==> config.mk <==
export PLATFORM = sky130hd
export DESIGN_NAME = ifetch_unit
export DESIGN_NICKNAME = d
export VERILOG_FILES = /design/src/rtl/ifetch_unit_pkg.sv /design/src/rtl/ifetch_unit_npc.sv /design/src/rtl/ifetch_unit.sv
export SDC_FILE = /design/constraint.sdc
export NUM_CORES = 1
export LEC_CHECK = 0
export BUFFER_PORTS_ARGS = -buffer_cell sky130_fd_sc_hd__buf_4
export CAP_MARGIN = 40
export CORE_MARGIN = 1
export CORE_UTILIZATION = 40
export CTS_CLUSTER_SIZE = 10
export DETAILED_ROUTE_END_ITERATION = 12
export PLACE_DENSITY = 0.72
export SLEW_MARGIN = 20
export SYNTH_ARGS = -nofsm -noshare
export SYNTH_HDL_FRONTEND = slang
export SYNTH_SLANG_ARGS = --single-unit
==> constraint.sdc <==
create_clock -name clk -period 3.2 [get_ports clk]
set_input_delay 0.16 -clock clk [delete_from_list [all_inputs] [get_ports clk]]
set_output_delay 0.16 -clock clk [all_outputs]
set_load 0.02 [all_outputs]
==> src/rtl/ifetch_unit_pkg.sv <==
// Shared constants for the miniRV fetch stage: next-PC select codes,
// fetch FSM encodings and the reset instruction.
package ifetch_unit_pkg;

   localparam logic [2:0]  NPC_PC4  = 3'd0;
   localparam logic [2:0]  NPC_COM  = 3'd1;
   localparam logic [2:0]  NPC_JMP  = 3'd2;
   localparam logic [2:0]  NPC_JMPR = 3'd3;

   localparam logic [31:0] INST_NOP = 32'h0000_0013;

   typedef enum logic [1:0] {
      S_REQ  = 2'd0,
      S_WAIT = 2'd1,
      S_HOLD = 2'd2
   } fetch_state_e;

endpackage

==> src/rtl/ifetch_unit_npc.sv <==
// Combinational next-PC selection. Every target is word-aligned on the way
// out; only a JALR target with bit 1 set is reported as misaligned.
module ifetch_unit_npc
   import ifetch_unit_pkg::*;
#(
   parameter int XLEN = 32
) (
   input  logic [XLEN-1:0] pc,
   input  logic [2:0]      npc_op,
   input  logic            br_taken,
   input  logic [XLEN-1:0] ext,
   input  logic [XLEN-1:0] alu_c,
   output logic [XLEN-1:0] npc,
   output logic [XLEN-1:0] pc4,
   output logic            jalr_misalign
);

   logic [XLEN-1:0] w_pc_ext;
   logic [XLEN-1:0] w_raw;

   assign pc4      = pc + XLEN'(32'd4);
   assign w_pc_ext = pc + ext;

   always_comb begin
      w_raw         = pc4;
      jalr_misalign = 1'b0;
      case (npc_op)
         NPC_COM:  w_raw = br_taken ? w_pc_ext : pc4;
         NPC_JMP:  w_raw = w_pc_ext;
         NPC_JMPR: begin
            w_raw         = alu_c;
            jalr_misalign = alu_c[1];
         end
         default:  w_raw = pc4;
      endcase
   end

   // Clearing both low bits covers the JALR bit-0 clear and the forced alignment.
   assign npc = w_raw & {{(XLEN-2){1'b1}}, 2'b00};

endmodule

==> src/rtl/ifetch_unit.sv <==
// Fetch stage: one outstanding imem request, holds the returned word for
// decode and advances the PC when decode accepts it.
//   state  | meaning
//   S_REQ  | request for pc presented, waiting for imem_req_ready
//   S_WAIT | request accepted, waiting for imem_rsp_valid
//   S_HOLD | instruction held for decode, waiting for inst_ready
module ifetch_unit
   import ifetch_unit_pkg::*;
#(
   parameter int              XLEN     = 32,
   parameter logic [XLEN-1:0] RESET_PC = '0
) (
   input  logic            clk,
   input  logic            rst,
   output logic            imem_req_valid,
   input  logic            imem_req_ready,
   output logic [XLEN-1:0] imem_addr,
   input  logic            imem_rsp_valid,
   input  logic [31:0]     imem_rsp_data,
   output logic            inst_valid,
   input  logic            inst_ready,
   output logic [31:0]     inst,
   output logic [XLEN-1:0] pc,
   output logic [XLEN-1:0] pc4,
   input  logic [2:0]      npc_op,
   input  logic            br_taken,
   input  logic [XLEN-1:0] ext,
   input  logic [XLEN-1:0] alu_c,
   output logic            misalign,
   output logic [31:0]     fetch_cnt
);

   fetch_state_e    r_state;
   fetch_state_e    w_state_nxt;
   logic [XLEN-1:0] r_pc;
   logic [XLEN-1:0] w_npc;
   logic [31:0]     r_inst;
   logic [31:0]     r_fetch_cnt;
   logic            r_misalign;
   logic            w_jalr_misalign;
   logic            w_accept;
   logic            w_capture;

   ifetch_unit_npc #(.XLEN(XLEN)) u_npc (
      .pc            (r_pc),
      .npc_op        (npc_op),
      .br_taken      (br_taken),
      .ext           (ext),
      .alu_c         (alu_c),
      .npc           (w_npc),
      .pc4           (pc4),
      .jalr_misalign (w_jalr_misalign)
   );

   always_ff @(posedge clk or posedge rst) begin
      if (rst) r_state <= S_REQ;
      else     r_state <= w_state_nxt;
   end

   always_comb begin
      w_state_nxt    = r_state;
      imem_req_valid = 1'b0;
      inst_valid     = 1'b0;
      w_accept       = 1'b0;
      w_capture      = 1'b0;
      case (r_state)
         S_REQ: begin
            // Reset state is S_REQ, but no request may leave while rst is high.
            imem_req_valid = !rst;
            if (imem_req_ready) w_state_nxt = S_WAIT;
         end
         S_WAIT: begin
            w_capture = imem_rsp_valid;
            if (imem_rsp_valid) w_state_nxt = S_HOLD;
         end
         S_HOLD: begin
            inst_valid = 1'b1;
            w_accept   = inst_ready;
            if (inst_ready) w_state_nxt = S_REQ;
         end
         default: w_state_nxt = S_REQ;
      endcase
   end

   always_ff @(posedge clk or posedge rst) begin
      if (rst) begin
         r_pc        <= RESET_PC;
         r_inst      <= INST_NOP;
         r_misalign  <= 1'b0;
         r_fetch_cnt <= '0;
      end else begin
         if (w_capture) r_inst <= imem_rsp_data;
         if (w_accept) begin
            r_pc        <= w_npc;
            r_fetch_cnt <= r_fetch_cnt + 32'd1;
            if (w_jalr_misalign) r_misalign <= 1'b1;
         end
      end
   end

   assign imem_addr = r_pc;
   assign pc        = r_pc;
   assign inst      = r_inst;
   assign misalign  = r_misalign;
   assign fetch_cnt = r_fetch_cnt;

endmodule

==> results.txt <==
The combined area of all synthesized cells is about 6600 um^2. The number of pins with negative max-slew slack in the final report came out at 0. The TritonCTS buffer count came out at 9. The sequential area share after synthesis is 36.7%.

The share of the clock period used by the worst path is 92.5%. The count of final hold-check violations came out at 0. The fill cell instance count of the final layout is about 1500. The share of flip-flops with an asynchronous set or reset after synthesis is 100%.

By startpoint and endpoint, the worst setup path is classified as register to register. Entering global routing, the biggest net connects 57 pins. For the worst setup path, the data arrival time is ~3200 ps. The number of flops mapped to enable cells by yosys came out at 0. The largest driver fanout on the critical path came out at 8. The initial antenna violation count came out at 0. The later pin in the worst-skew pair is clocked with a latency of ~350 ps. Each instance of the synthesized netlist takes up on average 9.43 um^2. In the final layout, the multi-input gates occupy ~3800 um^2. The number of library cell types mapped by synthesis came out at 71. The core occupancy in the finished layout is roughly 56%. The final setup violation count is 0. The clock-pin slew of the registers on the worst-case setup and hold paths is roughly 80 ps. The pre-CTS setup slack is ~260 ps. During I/O placement, the number of pins put on the boundary was approximately 270. The final worst setup slack came out at ~240 ps. The number of antenna cells inserted is 0.

The final weighted congestion in routability-driven placement is 0.900. The leakage power total came out at 0.00416 uW. Using the TritonRoute via totals, the vias-per-cell ratio works out to about 5.4. The post-detailed-routing wire length came out at roughly 20000 um. The run finished with clean final reports. The fraction of synthesized cell area in xor and xnor cells came out at between 10% and 20%.

For this run, design rule violations remaining after detail routing come to 0. The worst path in the final design needs a cycle of just under 3000 ps, including I/O delays and setup. The wire length of the first global-routing pass is approximately 31000 um. The setup total negative slack is 0 ps.

The number of detailed-routing iterations run before antenna repair came out at 5. The number of nets in the layout is between 1000 and 1500. The actual transition at the worst max-transition pin came out at about 720 ps. The starting density of the core is a little over 40%. The kind of end point of the critical path is a register.

Synthesis inferred between 90 and 100 register bits. The proportion of synthesized area in mux cells is between 5 and 6%. Synthesis produced a netlist whose cell count is roughly 700. The nature of the critical path startpoint is a register. Setup repair after global routing left no endpoint under its margin.

The adder-cell area share of the yosys netlist came out at just over 6%. The worst IR drop on VDD is roughly 0.51 mV. The top cell type by area accounts for 35.5% of the synthesized area. The worst pin sits at a relative slew slack of a little over half.

In this run the worst hold path is classified as input port to register. The non-filler instance count after layout came out at around 1200. The sink count of the clock tree came out at 97.

The power per unit of standard cell area is about 910 nW/um^2. The main combinational cell family by area after synthesis is simple AND/OR/NAND/NOR gates. The die extent in x came out at 131 um. The total of max-cap violations is 0. The via count of the first global-routing pass came out at 5889.

The number of instances in the placed design came out at about 1100. The synthesized design spends more area on one cell type than any other, namely sky130_fd_sc_hd__dfrtp_1. The synthesized-area fraction occupied by ao, oa, aoi and oai cells is 16.0%. The final setup skew came out at roughly 12 ps. The global router's overall resource usage is 23.4%. The maximum clock frequency came out at ~340 MHz. From synthesis to final layout, the design area changed by 34.2%. The HPWL after detailed placement came out at approximately 15000 um. In the synthesized netlist the dominant register cell turns out to be sky130_fd_sc_hd__dfrtp_1. The post-synthesis share of cell area spent on and, or, nand and nor gates is 17.6%. The total area inside the core boundary comes to 16000 um^2. The number of DRC violations after detailed-routing iteration 0 is around 300. CTS placed an instance of sky130_fd_sc_hd__clkbuf_16 at the clock tree root.

The area occupied by registers is ~2400 um^2. The count of buffers inserted at the top-level ports came out at 258. Yosys printed 0 warnings. The deepest clock path buffer count is 2. The floorplan die height came out at 131 um. In the final routed layout, each cell accounts on average for 17.5 um. The die covers 17100 um^2. The remaining antenna violation count is 0. For the worst setup path, the data required time is about 3500 ps. The number of H-tree levels came out at 3. In this run the core area contains 46 standard-cell rows. The clock tree from TritonCTS is yes. Sorting the synthesized cells by area gives the leading types as sky130_fd_sc_hd__dfrtp_1 (36%), sky130_fd_sc_hd__xnor2_1 (8.2%), sky130_fd_sc_hd__ha_1 (5.9%). The share of final-layout standard cells stronger than drive strength 1 is between 30% and 40%. The remaining global-route overflow is 0.

The via count of the routed design came out at approximately 6200.
## report_power, final
group / total [uW] / switching [uW] / leakage, uW / internal, uW
clock: 1060 / 519 / 0.000128 / 539
combinational: 4810 / 2650 / 0.00283 / 2160
sequential: 2180 / 536 / 0.00121 / 1640
## registers in the layout, summed over array words and instances, names as in the netlist
name	count
inst	32
r_state	2
fetch_cnt	32
imem_addr	30
misalign	1
## logic make-up after synthesis
| kind of cell | after synthesis |
|---|---|
| and+or+nand+nor | 225 |
| buffers and inverters | 75 |
| DFF | 97 |
| muxes | 35 |
| AOI/OAI and AO/OA | 154 |
| other | 1 |
| xor gates and xnor gates | 83 |
| adders and majority gates | 32 |
## worst max-delay path, stage by stage, from the launching register on
cell                        delay (ps)
sky130_fd_sc_hd__dfrtp_1           470
sky130_fd_sc_hd__ha_1              210
sky130_fd_sc_hd__inv_1              50
sky130_fd_sc_hd__fa_1              400
sky130_fd_sc_hd__nor2b_1           180
sky130_fd_sc_hd__o2111ai_1         150
sky130_fd_sc_hd__and4bb_1          290
sky130_fd_sc_hd__o21a_1            250
sky130_fd_sc_hd__o31ai_4           330
sky130_fd_sc_hd__a41oi_1           200
sky130_fd_sc_hd__xor2_1            180
sky130_fd_sc_hd__o211ai_1          150
## layout make-up
| cell class | count | area share [%] |
|---|---|---|
| clock inverters | 6 | 0.577 |
| repair buffers | 274 | 23.2 |
| multi-input cells | 535 | 42.6 |
| well taps | 216 | 3.04 |
| flip-flops and latches | 97 | 27.4 |
| inverters | 15 | 0.662 |
| clock buffers | 10 | 2.58 |
## synth_stat cells (5+ instances only)
cell / instances
sky130_fd_sc_hd__nand3_1: 25
sky130_fd_sc_hd__a21oi_1: 40
sky130_fd_sc_hd__dfrtp_1: 94
sky130_fd_sc_hd__a221oi_1: 14
sky130_fd_sc_hd__a31oi_1: 7
sky130_fd_sc_hd__nor3_1: 17
sky130_fd_sc_hd__nor2b_1: 7
sky130_fd_sc_hd__and3_1: 19
sky130_fd_sc_hd__xor2_1: 21
sky130_fd_sc_hd__mux2_2: 32
sky130_fd_sc_hd__o21a_1: 5
sky130_fd_sc_hd__and2_1: 5
sky130_fd_sc_hd__o21ai_0: 26
sky130_fd_sc_hd__nor2_1: 39
sky130_fd_sc_hd__ha_1: 31
sky130_fd_sc_hd__or2_2: 5
sky130_fd_sc_hd__buf_4: 37
sky130_fd_sc_hd__a21o_1: 11
sky130_fd_sc_hd__inv_1: 15
sky130_fd_sc_hd__clkbuf_1: 17
sky130_fd_sc_hd__nand2_1: 67
sky130_fd_sc_hd__and4_1: 5
sky130_fd_sc_hd__xnor2_1: 62
sky130_fd_sc_hd__a211oi_1: 5
sky130_fd_sc_hd__nand4_1: 16
sky130_fd_sc_hd__a222oi_1: 8
## path summary, 6_finish.rpt
path / startpoint / to / slack, ps / cells after the start
min in group asynchronous: rst / fetch_cnt[23] / 520 / 3
max: imem_addr[2] / imem_addr[28] / 240 / 11
min reg2reg: misalign / misalign / 470 / 1
max in group asynchronous: rst / inst[1] / 1840 / 4
max reg2reg: imem_addr[2] / imem_addr[28] / 240 / 11
min: imem_rsp_data[28] / inst[28] / 40 / 2
## what timing repair did
action	in CTS	in global routing
endpoints found under the hold margin	55	0
hold buffers	2	0
gates resized for setup	0	0
buffers inserted	0	0
## metal layers
layer | global-route usage [%] | part of all wire, %
met1 | 28.7 | 42
met2 | 40.9 | 48
met3 | 4.07 | 7.9
met4 | 8.45 | 2.2
met5 | 0 | 0
## layout by cell type, fill, tap and decap left out, drive strengths merged, types with 8 or more instances in the layout
cell type and count:
inv 18, ha 31, dfrtp 94, a21oi 41, a222oi 8, nand4 16, nand3 27, and3 19
nand2 67, nor2 41, clkbuf 10, a221oi 14, mux2 32, nor3 17, o21ai 28, xor2 21
buf 272, a21o 11, xnor2 62, nor2b 8
## stage by stage
step	hold slack [ps]	power (uW)	area (um^2)
after floorplan	267	5350	6640
after CTS	29.5	8070	8880
after global placement	354	6930	8580
final	36.5	8050	8880
after global routing	35.8	8550	8880
after detailed placement	359	6990	8580
(Power assumes the default switching activity.)
